**src/rtl/combo_pkg.sv**
```systemverilog
// combo_pkg: shared state encoding, bit levels and default timing for the combination lock interface
// Contents: combo_state_t (shared with the lock receiver), LOW/HIGH levels, DEF_* timing defaults, max4 helper.
package combo_pkg;
  typedef enum logic [2:0] {IDLE, SETUP, PULSE, GAP, CHECK, DONE} combo_state_t;
  localparam logic LOW = 1'b0;
  localparam logic HIGH = 1'b1;
  localparam int DEF_CODE_LEN = 5;
  localparam int DEF_SETUP_CYC = 2;
  localparam int DEF_HIGH_CYC = 2;
  localparam int DEF_GAP_CYC = 2;
  localparam int DEF_UNLOCK_WAIT = 4;
  localparam int DEF_MAX_RETRY = 3;
  function automatic int max4(input int a, input int b, input int c, input int d);
    int m;
    m = a;
    if (b > m) m = b;
    if (c > m) m = c;
    if (d > m) m = d;
    return m;
  endfunction
endpackage

```
**src/rtl/combo_phase_timer.sv**
```systemverilog
// combo_phase_timer: loadable down-counter whose last flag marks the final cycle of a phase
// Ports: clk, reset (sync active-low), load/val reload the count, last is high while the count equals 1.
module combo_phase_timer #(
  parameter int W = 2
) (
  input  logic         clk,
  input  logic         reset,
  input  logic         load,
  input  logic [W-1:0] val,
  output logic         last
);
  logic [W-1:0] cnt;
  always_ff @(posedge clk)
    if (!reset) cnt <= '0;
    else if (load) cnt <= val;
    else if (cnt != '0) cnt <= cnt - 1'b1;
  assign last = (cnt == W'(1));
endmodule

```
**src/rtl/combination_sender.sv**
```systemverilog
// combination_sender: serialize a latched code onto key/update and report the lock's unlock result
// Ports: clk, reset (sync active-low); start/code request an attempt, unlock comes from the receiver;
//        key/update carry the bit stream, busy/done/pass form the host handshake. All outputs registered.
// Optional: define COMBO_SEND_RETRY_EN to retry a failed attempt up to MAX_RETRY times before done.
module combination_sender
  import combo_pkg::*;
#(
  parameter int CODE_LEN    = DEF_CODE_LEN,
  parameter int SETUP_CYC   = DEF_SETUP_CYC,
  parameter int HIGH_CYC    = DEF_HIGH_CYC,
  parameter int GAP_CYC     = DEF_GAP_CYC,
  parameter int UNLOCK_WAIT = DEF_UNLOCK_WAIT,
  parameter int MAX_RETRY   = DEF_MAX_RETRY
) (
  input  logic                clk,
  input  logic                reset,
  input  logic                start,
  input  logic [CODE_LEN-1:0] code,
  input  logic                unlock,
  output logic                key,
  output logic                update,
  output logic                busy,
  output logic                done,
  output logic                pass
);
  localparam int CW = $clog2(max4(SETUP_CYC, HIGH_CYC, GAP_CYC, UNLOCK_WAIT) + 1);
  localparam int IW = $clog2(CODE_LEN + 1);
  localparam logic [IW-1:0] LAST_IDX = IW'(CODE_LEN - 1);
  if (CODE_LEN < 1 || SETUP_CYC < 1 || HIGH_CYC < 1 || GAP_CYC < 1 || UNLOCK_WAIT < 1 || MAX_RETRY < 0) begin : g_bad_param
    $error("combination_sender: illegal parameter value");
  end
  combo_state_t state, nxt;
  logic [CODE_LEN-1:0] sh, sh_n;
  logic [IW-1:0] idx, idx_n;
  logic key_n, update_n, busy_n, done_n, pass_n;
  logic ld, last;
  logic [CW-1:0] lv;
`ifdef COMBO_SEND_RETRY_EN
  localparam int AW = $clog2(MAX_RETRY + 2);
  logic [CODE_LEN-1:0] code_q;
  logic [AW-1:0] att, att_n;
  logic rg, rg_n;
`endif
  combo_phase_timer #(.W(CW)) u_timer (
    .clk  (clk),
    .reset(reset),
    .load (ld),
    .val  (lv),
    .last (last)
  );
  always_comb begin
    nxt = state;
    ld = 1'b0;
    lv = '0;
    sh_n = sh;
    idx_n = idx;
    key_n = key;
    update_n = update;
    busy_n = busy;
    done_n = LOW;
    pass_n = pass;
`ifdef COMBO_SEND_RETRY_EN
    att_n = att;
    rg_n = rg;
`endif
    case (state)
      IDLE: if (start) begin
        nxt = SETUP;
        ld = 1'b1;
        lv = CW'(SETUP_CYC);
        sh_n = code;
        idx_n = '0;
        key_n = code[CODE_LEN-1];
        busy_n = HIGH;
        pass_n = LOW;
`ifdef COMBO_SEND_RETRY_EN
        att_n = AW'(1);
        rg_n = LOW;
`endif
      end
      SETUP: if (last) begin
        nxt = PULSE;
        ld = 1'b1;
        lv = CW'(HIGH_CYC);
        update_n = HIGH;
      end
      PULSE: if (last) begin
        nxt = GAP;
        ld = 1'b1;
        lv = CW'(GAP_CYC);
        update_n = LOW;
      end
      GAP: if (last) begin
        nxt = SETUP;
        ld = 1'b1;
        lv = CW'(SETUP_CYC);
`ifdef COMBO_SEND_RETRY_EN
        // a retry gap restarts the whole code from the latched copy
        if (rg) begin
          sh_n = code_q;
          idx_n = '0;
          key_n = code_q[CODE_LEN-1];
          rg_n = LOW;
        end else
`endif
        if (idx != LAST_IDX) begin
          sh_n = sh << 1;
          idx_n = idx + 1'b1;
          key_n = sh_n[CODE_LEN-1];
        end else begin
          nxt = CHECK;
          lv = CW'(UNLOCK_WAIT);
          key_n = LOW;
        end
      end
      CHECK: begin
        // pass is sticky across the sampling window
        pass_n = pass | unlock;
        if (last) begin
          nxt = DONE;
          done_n = HIGH;
          busy_n = LOW;
`ifdef COMBO_SEND_RETRY_EN
          if (!pass_n && att != AW'(MAX_RETRY + 1)) begin
            nxt = GAP;
            done_n = LOW;
            busy_n = HIGH;
            rg_n = HIGH;
            att_n = att + 1'b1;
            ld = 1'b1;
            lv = CW'(GAP_CYC);
          end
`endif
        end
      end
      DONE: nxt = IDLE;
      default: nxt = IDLE;
    endcase
  end
  always_ff @(posedge clk)
    if (!reset) begin
      state <= IDLE;
      sh <= '0;
      idx <= '0;
      key <= LOW;
      update <= LOW;
      busy <= LOW;
      done <= LOW;
      pass <= LOW;
    end else begin
      state <= nxt;
      sh <= sh_n;
      idx <= idx_n;
      key <= key_n;
      update <= update_n;
      busy <= busy_n;
      done <= done_n;
      pass <= pass_n;
    end
`ifdef COMBO_SEND_RETRY_EN
  always_ff @(posedge clk)
    if (!reset) begin
      code_q <= '0;
      att <= '0;
      rg <= LOW;
    end else begin
      if (state == IDLE && start) code_q <= code;
      att <= att_n;
      rg <= rg_n;
    end
`endif
endmodule

```
**config.mk**
```make
export PLATFORM = sky130hd
export DESIGN_NAME = combination_sender
export DESIGN_NICKNAME = d
export VERILOG_FILES = /design/src/rtl/combo_pkg.sv /design/src/rtl/combo_phase_timer.sv /design/src/rtl/combination_sender.sv
export SDC_FILE = /design/constraint.sdc
export NUM_CORES = 1
export LEC_CHECK = 0
export CORE_UTILIZATION = 50
export CTS_CLUSTER_DIAMETER = 60
export DETAILED_ROUTE_END_ITERATION = 16
export GPL_ROUTABILITY_DRIVEN = 0
export HOLD_SLACK_MARGIN = 0.12
export PLACE_DENSITY = 0.74
export SETUP_SLACK_MARGIN = 0.1
export SLEW_MARGIN = 10
export SYNTH_ARGS = -nofsm -noshare
export SYNTH_HDL_FRONTEND = slang
export SYNTH_SLANG_ARGS = --single-unit
```
**constraint.sdc**
```tcl
create_clock -name clk -period 4.35 [get_ports clk]
set_clock_uncertainty 0.15 [all_clocks]
set_input_delay 0.6525 -clock clk [delete_from_list [all_inputs] [get_ports clk]]
set_output_delay 0.6525 -clock clk [all_outputs]
set_load 0.02 [all_outputs]
```
==> flow_summary.toml <==
[layout]
drive_above_1_share_pct = 9.836
nets = 137
regArea_um2 = 360.3
multi_input_area_um2 = 558.0
fillers = 164
n_antenna_cell = 0
syn_to_final_growth_pct = 17.89

[logic_synthesis]
synth_ff_type = "dfxtp_1"
synthArstFlopShare_pct = 0
ys_ff_latch = 18
synth_commonest_cells = "dfxtp_1 (18), nand2_1 (10), a21oi_1 (9), nor2_1 (9), inv_1 (7)"
synth_area_leader_cell = "dfxtp_1"
yosysTopAreaCellShare_pct = 37.07
yosys-top-cells-area = "dfxtp_1 (37%), ha_1 (6.4%), a21oi_1 (4.6%), mux2i_1 (4.1%), nand2_1 (3.9%)"
synth_most_common_cell = "dfxtp_1"
yosysUniqueCellTypes = 43
syn_nets = 123
netlist_instances = 109
synth_area_um2 = 972.2
synth_warnings = 0
ys_seq_area_share_pct = 37.07
synth_edf_count = 0
syn_area_per_cell_um2 = 8.919

[setup_path]
startpoint_type = "primary input"
worstRegToRegCells = 4
worstSetupPathType = "in -> reg"
crit_fanout = 12
rrSetupSlack_ns = 2.53
end_kind = "register"
required_ns = 4.44
critical_path_arrival_ns = 2.34

[timing]
finalWorstSetupSlack_ns = 2.095
slew_headroom_pct = 67.14
hold_viol_final = 0
layout_min_cycle_time_ns = 2.255
worstMarginPinSlew_ns = 0.4922
maxSlewViolCount = 0
fin_crit_sh_pct = 51.84
rsz0062_at_grt = "false"
fmax_ghz = 0.4435
fin_tns_setup_ns = 0
setup_viol = 0

[routing]
vias = 834
final_antenna_net_count = 0
routed_wl_um = 1962
viasPerCell = 5.673
post_drt_wl_per_cell_um = 13.35
first_pass_iters = 4
drc = 0
first_iter_violations = 15

[global_routing]
grt.total_usage_pct = 21.75
gr-total-overflow = 0
grt_pass1_wl_um = 3215
grt_pass1_vias = 730
grt_max_degree = 16
antenna_found_initial = 0

[floorplan]
design.core.area_um2 = 1783
rows = 15
die_h_um = 46.10
pin_count = 14
start_util_pct = 54.53
dieArea_um2 = 2125
die_width_um = 46.10

[placed_design]
portBuffers = 13
hpwl_um = 1421
post-place-ws_ns = 1.784

[hold_path]
min_path_type = "reg -> reg"
hold_depth = 2

[status]
status = "completed"

[clock_tree]
clk_latency_ns = 0.30
htreeDepth = 1
cts_hold_buf = 0
cts_root_buf = "clkbuf_4"
cts_buffers = 3
cts_buffer_depth = 2
post_cts.resized_instances = 0
clk_pin_slew_ns = 0.10
cts.sinks = 18
cts_setup_buffers = 0
cts_tree = "done"

[pwr]
vdd_drop_max_v = 0.0003115
p_leak_nw = 0.4376
total_power_w = 0.0005118
powerDensity_nw_per_um2 = 446.6

[job]
drv_cap = 0
cell usage in the layout, fill, tap and decap left out, drive strengths merged, types with 2 or more instances in the layout:
cell type	n
clkdlybuf4s50	13
nor3	3
nand3	2
a21oi	9
nand2	10
o21ai	6
nor2	9
nor4	2
o31ai	2
mux2i	4
clkbuf	4
nor4b	2
o22ai	2
dfxtp	18
inv	7
ha	5
per-layer routing:
metal  up-vias  routed length (um)  share of wire, %  track usage [%]
met5         -                   0                 0                0
met4         0                  68               3.5            14.12
met3         7                  45               2.3            3.922
met2        13                 943                48            34.65
met1       396                 904                46            26.62
li1        418                   -                 -                -
registers in the layout, summed over array words and instances, names as in the netlist:
| name | cells |
|---|---|
| pass | 1 |
| state | 3 |
| done | 1 |
| busy | 1 |
| key | 1 |
| idx | 3 |
| sh | 4 |
| update | 1 |
| u_timer.cnt | 3 |
final cells by class:
type / count / share of cell area [%]
Sequential cell: 18 / 31.44
Multi-Input combinational cell: 79 / 48.69
Clock buffer: 4 / 3.166
Timing Repair Buffer: 13 / 11.35
Tap cell: 25 / 2.729
Inverter: 8 / 2.620
report_power, final:
group	internal, W	total (W)	switching, W
clock	0.0000512	0.000106	0.0000545
combinational	0.0000925	0.000193	0.000101
sequential	0.000190	0.000213	0.0000229
total	0.000333	0.000512	0.000178
final timing paths:
check,from,to
min,sh[0]$_SDFFE_PN0P_,sh[0]$_SDFFE_PN0P_
max,reset,idx[2]$_SDFFE_PN0P_
min reg2reg,sh[0]$_SDFFE_PN0P_,sh[0]$_SDFFE_PN0P_
max reg2reg,state[2]$_SDFFE_PN0P_,idx[0]$_SDFFE_PN0P_
cell families after synthesis:
kind of cell | synth area share (%)
AND/OR/NAND/NOR | 21.88
adder cells (fa/ha/maj) | 6.435
AO/OA/AOI/OAI | 23.17
multiplexers | 4.119
XOR/XNOR | 1.802
flip-flops | 37.07
buffers and inverters | 5.534
stage by stage:
step / hold WS, ns / util [%] / area, um2 / instances
floorplan: 0.2956 / - / 972.2 / 109
global placement: 0.3041 / 62.25 / 1110 / 143
detailed placement: 0.3071 / 62.25 / 1110 / 143
CTS: 0.3234 / 64.28 / 1146 / 147
global route: 0.3408 / 64.28 / 1146 / 147
finish: 0.3241 / 64.28 / 1146 / 147
critical path, cell delays in order:
cell	delay (ns)
clkdlybuf4s50_1	0.72
clkinv_1	0.39
nor4b_1	0.37
nand2_1	0.09
o22ai_1	0.12
Note: power is estimated with default switching activity, not from simulation.
